===== src/rtl/tlp_mwr_tx.sv =====
// PCIe Memory Write TLP builder: turns a 1/2 DW write request into 3DW/4DW header MWr TLP beats
// on the 64-bit AXI4-Stream TX port, with tag sequencing and statistics counters.
module tlp_mwr_tx #(
    parameter logic [7:0]  TAG_INIT  = 8'h00,
    parameter int unsigned CNT_WIDTH = 32
) (
    input  logic                 user_clk,
    input  logic                 user_reset,
    input  logic                 user_lnk_up,
    input  logic [15:0]          cfg_completer_id,
    input  logic                 req_valid,
    output logic                 req_ready,
    input  logic [63:0]          req_addr,
    input  logic                 req_len2,
    input  logic [3:0]           req_first_be,
    input  logic [3:0]           req_last_be,
    input  logic [63:0]          req_data,
    input  logic                 s_axis_tx_tready,
    output logic [63:0]          s_axis_tx_tdata,
    output logic [7:0]           s_axis_tx_tkeep,
    output logic                 s_axis_tx_tlast,
    output logic                 s_axis_tx_tvalid,
    output logic                 tx_src_dsc,
    output logic [CNT_WIDTH-1:0] tlp_count,
    output logic [CNT_WIDTH-1:0] err_count,
    output logic [CNT_WIDTH-1:0] drop_count
);

    typedef enum logic [1:0] {
        IDLE  = 2'd0,
        BEAT0 = 2'd1,
        BEAT1 = 2'd2,
        BEAT2 = 2'd3
    } state_t;

    state_t                 state_q, state_d;
    logic [63:0]            tdata_q, tdata_d;
    logic [7:0]             tkeep_q, tkeep_d;
    logic                   tlast_q, tlast_d;
    logic                   tvalid_q, tvalid_d;
    logic [7:0]             tag_q, tag_d;
    logic                   is4_q, is4_d;
    logic                   len2_q, len2_d;
    logic [31:0]            addr_hi_q, addr_hi_d;
    logic [29:0]            addr_lo_q, addr_lo_d;
    logic [63:0]            data_q, data_d;
    logic [CNT_WIDTH-1:0]   tlp_cnt_q, tlp_cnt_d;
    logic [CNT_WIDTH-1:0]   err_cnt_q, err_cnt_d;
    logic [CNT_WIDTH-1:0]   drop_cnt_q, drop_cnt_d;

    logic        accept;
    logic        crosses_4k;
    logic        req_is4;
    logic        handshake;
    logic        go_idle;
    logic [31:0] hdr0;
    logic [31:0] hdr1;
    logic        unused_addr_bits;

    assign req_ready        = (state_q == IDLE) & user_lnk_up & ~user_reset;
    assign accept           = req_valid & req_ready;
    assign req_is4          = (req_addr[63:32] != 32'h0);
    // A 2 DW write starting at the last DW of a 4 KB page would cross the page.
    assign crosses_4k       = req_len2 & (req_addr[11:2] == 10'h3FF);
    assign handshake        = tvalid_q & s_axis_tx_tready;
    assign unused_addr_bits = ^req_addr[1:0];

    assign hdr0 = {1'b0, req_is4 ? 2'b11 : 2'b10, 5'b0, 8'b0, 6'b0,
                   req_len2 ? 10'd2 : 10'd1};
    assign hdr1 = {cfg_completer_id, tag_q, req_len2 ? req_last_be : 4'h0, req_first_be};

    always_comb begin
        state_d    = state_q;
        tdata_d    = tdata_q;
        tkeep_d    = tkeep_q;
        tlast_d    = tlast_q;
        tvalid_d   = tvalid_q;
        tag_d      = tag_q;
        is4_d      = is4_q;
        len2_d     = len2_q;
        addr_hi_d  = addr_hi_q;
        addr_lo_d  = addr_lo_q;
        data_d     = data_q;
        tlp_cnt_d  = tlp_cnt_q;
        err_cnt_d  = err_cnt_q;
        drop_cnt_d = drop_cnt_q;
        go_idle    = 1'b0;

        case (state_q)
            IDLE: begin
                if (accept) begin
                    if (crosses_4k) begin
                        err_cnt_d = err_cnt_q + CNT_WIDTH'(1);
                    end else begin
                        is4_d     = req_is4;
                        len2_d    = req_len2;
                        addr_hi_d = req_addr[63:32];
                        addr_lo_d = req_addr[31:2];
                        data_d    = req_data;
                        state_d   = BEAT0;
                        tvalid_d  = 1'b1;
                        tdata_d   = {hdr1, hdr0};
                        tkeep_d   = 8'hFF;
                        tlast_d   = 1'b0;
                    end
                end
            end
            BEAT0: begin
                if (!user_lnk_up) begin
                    go_idle    = 1'b1;
                    drop_cnt_d = drop_cnt_q + CNT_WIDTH'(1);
                end else if (handshake) begin
                    state_d = BEAT1;
                    tkeep_d = 8'hFF;
                    if (is4_q) begin
                        tdata_d = {addr_lo_q, 2'b00, addr_hi_q};
                        tlast_d = 1'b0;
                    end else begin
                        tdata_d = {data_q[31:0], addr_lo_q, 2'b00};
                        tlast_d = ~len2_q;
                    end
                end
            end
            BEAT1: begin
                if (!user_lnk_up) begin
                    go_idle    = 1'b1;
                    drop_cnt_d = drop_cnt_q + CNT_WIDTH'(1);
                end else if (handshake) begin
                    if (tlast_q) begin
                        go_idle   = 1'b1;
                        tag_d     = tag_q + 8'd1;
                        tlp_cnt_d = tlp_cnt_q + CNT_WIDTH'(1);
                    end else begin
                        // Third beat carries whatever payload DWs the header beats did not.
                        state_d = BEAT2;
                        tlast_d = 1'b1;
                        if (is4_q && len2_q) begin
                            tdata_d = data_q;
                            tkeep_d = 8'hFF;
                        end else if (is4_q) begin
                            tdata_d = {32'h0, data_q[31:0]};
                            tkeep_d = 8'h0F;
                        end else begin
                            tdata_d = {32'h0, data_q[63:32]};
                            tkeep_d = 8'h0F;
                        end
                    end
                end
            end
            BEAT2: begin
                if (!user_lnk_up) begin
                    go_idle    = 1'b1;
                    drop_cnt_d = drop_cnt_q + CNT_WIDTH'(1);
                end else if (handshake) begin
                    go_idle   = 1'b1;
                    tag_d     = tag_q + 8'd1;
                    tlp_cnt_d = tlp_cnt_q + CNT_WIDTH'(1);
                end
            end
        endcase

        if (go_idle) begin
            state_d  = IDLE;
            tvalid_d = 1'b0;
            tlast_d  = 1'b0;
            tdata_d  = 64'h0;
            tkeep_d  = 8'h00;
        end
    end

    always_ff @(posedge user_clk) begin
        if (user_reset) begin
            state_q    <= IDLE;
            tdata_q    <= 64'h0;
            tkeep_q    <= 8'h00;
            tlast_q    <= 1'b0;
            tvalid_q   <= 1'b0;
            tag_q      <= TAG_INIT;
            is4_q      <= 1'b0;
            len2_q     <= 1'b0;
            addr_hi_q  <= 32'h0;
            addr_lo_q  <= 30'h0;
            data_q     <= 64'h0;
            tlp_cnt_q  <= '0;
            err_cnt_q  <= '0;
            drop_cnt_q <= '0;
        end else begin
            state_q    <= state_d;
            tdata_q    <= tdata_d;
            tkeep_q    <= tkeep_d;
            tlast_q    <= tlast_d;
            tvalid_q   <= tvalid_d;
            tag_q      <= tag_d;
            is4_q      <= is4_d;
            len2_q     <= len2_d;
            addr_hi_q  <= addr_hi_d;
            addr_lo_q  <= addr_lo_d;
            data_q     <= data_d;
            tlp_cnt_q  <= tlp_cnt_d;
            err_cnt_q  <= err_cnt_d;
            drop_cnt_q <= drop_cnt_d;
        end
    end

    assign s_axis_tx_tdata  = tdata_q;
    assign s_axis_tx_tkeep  = tkeep_q;
    assign s_axis_tx_tlast  = tlast_q;
    assign s_axis_tx_tvalid = tvalid_q;
    assign tx_src_dsc       = 1'b0;
    assign tlp_count        = tlp_cnt_q;
    assign err_count        = err_cnt_q;
    assign drop_count       = drop_cnt_q;

endmodule


===== config.mk =====
export PLATFORM = sky130hd
export DESIGN_NAME = tlp_mwr_tx
export DESIGN_NICKNAME = d
export VERILOG_FILES = /design/src/rtl/tlp_mwr_tx.sv
export SDC_FILE = /design/constraint.sdc
export NUM_CORES = 1
export LEC_CHECK = 0
export ABC_AREA = 1
export BUFFER_PORTS_ARGS = -buffer_cell sky130_fd_sc_hd__buf_2
export CAP_MARGIN = 20
export CORE_MARGIN = 2
export CORE_UTILIZATION = 45
export DETAILED_ROUTE_END_ITERATION = 10
export GPL_ROUTABILITY_DRIVEN = 0
export PLACE_DENSITY = 0.68
export SYNTH_ARGS = -nofsm -noshare
export SYNTH_HDL_FRONTEND = slang
export SYNTH_SLANG_ARGS = --single-unit

===== constraint.sdc =====
create_clock -name user_clk -period 3.13 [get_ports user_clk]
set_clock_uncertainty 0.2 [all_clocks]
set_input_delay 0.313 -clock user_clk [delete_from_list [all_inputs] [get_ports user_clk]]
set_output_delay 0.313 -clock user_clk [all_outputs]
set_load 0.02 [all_outputs]

==> flow_summary.ini <==
[final_layout]
fillerInstances = 3000
nets = 2838
stdcell_area_mm2 = 0.0195
area_growth_pct = 30.8
drive_gt1_share_pct = 16.9
multiInputGateArea_mm2 = 0.00735
utilization_pct = 59.9
seqCellArea_mm2 = 0.00605

[worst_setup_path]
reg2reg_depth = 9
cp.required_ns = 3.28
slowest_delay_ns = 0.84
path_common_cell = nand2_2
crit_type = flop to flop
reg2reg_slack_ns = 0.37
regToRegEndpoint = s_axis_tx_tdata[8]
crit_arrival_ns = 2.91
r2r_start = state_q[1]
slowest_stage = o21ai_4
cp_cell_sequence = inv_1 -> ha_2 -> nand2_2 -> nor3_2 -> nand2_4 -> nand2_2 -> nand3_4 -> o21ai_4 -> nor2_1
crit_family = compound AO/OA/AOI/OAI gates
critPathCaptureType = flop
critPathMaxFanout = 27
worst_setup_path_start_kind = flop
path_buf_inv = 1

[placement]
port_buffers = 326
hpwl_um = 36000
placed_area_mm2 = 0.0168

[sta]
finalSetupViolCount = 0
maxSlewHeadroom_pct = 27.9
hold_viol = 0
setup_tns_ns = 0
hold_slack_ns = 0.0181
worst_pin_slew_ns = 1.08
fmax_mhz = 362
slew_violations = 0
period_share_pct = 88.1
period_needed_ns = 2.76
grt_setup_unrepaired = no

[detailed_routing]
drc = 0
via_per_inst = 5.23
wirelength_um = 52600
ant_nets = 0
drt_iter0_markers = 1195
via_count = 16454
drt_pass1_iterations = 6
routedWlPerCell_um = 16.7

[floorplanning]
die_y_um = 186
dieArea_mm2 = 0.0347
fp.dieW_um = 186
start_util_pct = 45.8
io_pins = 330
rows = 66
fp.coreArea_mm2 = 0.0326

[logic_synthesis]
synth_most_common_cell = nand2_1
synth_common_cells = nand2_1 (529), nor2_1 (342), dfxtp_1 (302)
syn_avg_cell_area_um2 = 6.63
netlist_instances = 2252
synth-async-reset-ratio_pct = 0
synth-edff-count = 0
yosys_warnings = 0
syn_nets = 2419
synth.distinct_cells = 43
netlist.area_leader.share_pct = 40.5
ys_ff_latch = 302
ys_top_cells_by_area = dfxtp_1 (40%), nand2_1 (13%), nor2_1 (8.6%)
synthFlopType = dfxtp_1
yosysSeqAreaShare_pct = 40.5
syn_area_mm2 = 0.0149
synth.largest_area_cell = dfxtp_1

[cts]
clock_latency_ns = 0.52
htreeDepth = 2
clock_sinks = 302
cts-resized-gates = 0
cts_tree = built
cts_buffers = 37
cts_root_buffer = clkbuf_16
clk_pin_slew_worst_paths_ns = 0.06
clockBufferDepth = 3

[global_routing]
grt-ovfl-total = 0
antenna_found_initial = 9
grt_pass1_vias = 15474
track_usage_pct = 29.5
grt_start_max_net_pins = 188
grt_pass1_wl_um = 80600

[hold_path]
min_path_cells = 5
hold_path.class = input port to flop
hold_path_end = s_axis_tx_tdata[56]
hp-start = cfg_completer_id[8]

[job]
cap_violations = 0

[power_and_ir_drop]
irDropWorstVdd_mv = 0.773
powerDensity_mw_per_mm2 = 678
p_total_mw = 13.2
leakage_nw = 8.19

[run_status]
status = complete, no violations
[kinds of logic (layout without fill, tap and decap cells)]
kind of cell	count (synthesis)	count (layout)	share of synthesized area, %
AND/OR/NAND/NOR	995	995	26.9
AO/OA/AOI/OAI	545	545	19.8
adder cells (fa/ha/maj)	9	9	0.754
buffers and inverters	372	814	10.3
other	1	12	0.0251
flip-flops	302	302	40.5
XOR/XNOR	28	28	1.64
[sequential cells by signal (all words and copies together), names as in the netlist]
name,count
s_axis_tx_tkeep,2
data_q,64
s_axis_tx_tdata,64
s_axis_tx_tlast,1
is4_q,1
drop_count,32
tag_q,8
addr_hi_q,32
addr_lo_q,30
len2_q,1
tlp_count,32
state_q,2
err_count,32
s_axis_tx_tvalid,1
[layout make-up]
cell class	count	share of cell area, %
Clock inverter	10	0.679
Sequential cell	302	31.0
Clock buffer	52	5.71
Inverter	253	4.88
Timing Repair Buffer	499	17.1
Multi-Input combinational cell	1578	37.7
Antenna cell	11	0.141
Tap cell	442	2.83
[metal layers]
| layer | track usage [%] | wire, um | part of all wire, % | vias to the layer above |
|---|---|---|---|---|
| met5 | 0 | 0 | 0 | - |
| met4 | 17.0 | 2860 | 5.4 | 0 |
| met3 | 5.88 | 4210 | 8.0 | 135 |
| met2 | 48.3 | 23800 | 45 | 674 |
| met1 | 36.1 | 21800 | 41 | 7550 |
| li1 | - | - | - | 8095 |
[placed cells by master (no fill, tap or decap), types with 17 or more instances in the layout]
| master | netlist | layout |
|---|---|---|
| nor2_1 | 342 | 341 |
| nand3b_1 | 17 | 17 |
| nand2_1 | 529 | 528 |
| dfxtp_1 | 302 | 301 |
| o21ai_0 | 249 | 249 |
| nor3_1 | 18 | 18 |
| nand3_1 | 46 | 46 |
| inv_1 | 247 | 247 |
| dlygate4sd3_1 | 0 | 145 |
| a21oi_1 | 218 | 218 |
| buf_4 | 15 | 24 |
| clkbuf_16 | 0 | 39 |
| o221ai_1 | 22 | 22 |
| xor2_1 | 21 | 21 |
| buf_2 | 38 | 326 |
[stage by stage]
stage               cells  worst slack, ns
finish               3147            0.371
detailed placement   2929            0.461
global route         3144            0.185
floorplan            2252             1.12
CTS                  3135            0.474
global placement     2929            0.538
[timing repair]
action / CTS / global route
endpoints found under the hold margin: 144 / 1
hold buffers: 144 / 1
setup buffers: 0 / 0
endpoints found under the setup margin: 0 / 0
[worst max-delay path by stage]
stage | startpoint | end | cells past startpoint | slack, ns
2_1_floorplan | state_q[0] | s_axis_tx_tdata[32] | 9 | 1.12
3_3_place_gp | state_q[0] | s_axis_tx_tdata[33] | 9 | 0.54
3_5_place_dp | state_q[1] | s_axis_tx_tdata[31] | 9 | 0.46
4_1_cts | state_q[0] | s_axis_tx_tdata[33] | 9 | 0.47
5_1_grt | state_q[0] | s_axis_tx_tdata[33] | 9 | 0.18
6_report | state_q[1] | s_axis_tx_tdata[8] | 9 | 0.37
[tightest hold or removal path: stages]
cell and delay (ns):
buf_2 0.11, nor2_1 0.08, a41oi_1 0.07, nand2_1 0.06
a21oi_1 0.05
[report_power, final]
| part | switching (mW) | internal [mW] |
|---|---|---|
| clock network | 1.67 | 2.72 |
| registers | 0.252 | 4.30 |
| logic | 2.95 | 1.36 |
(Power assumes the default switching activity.)
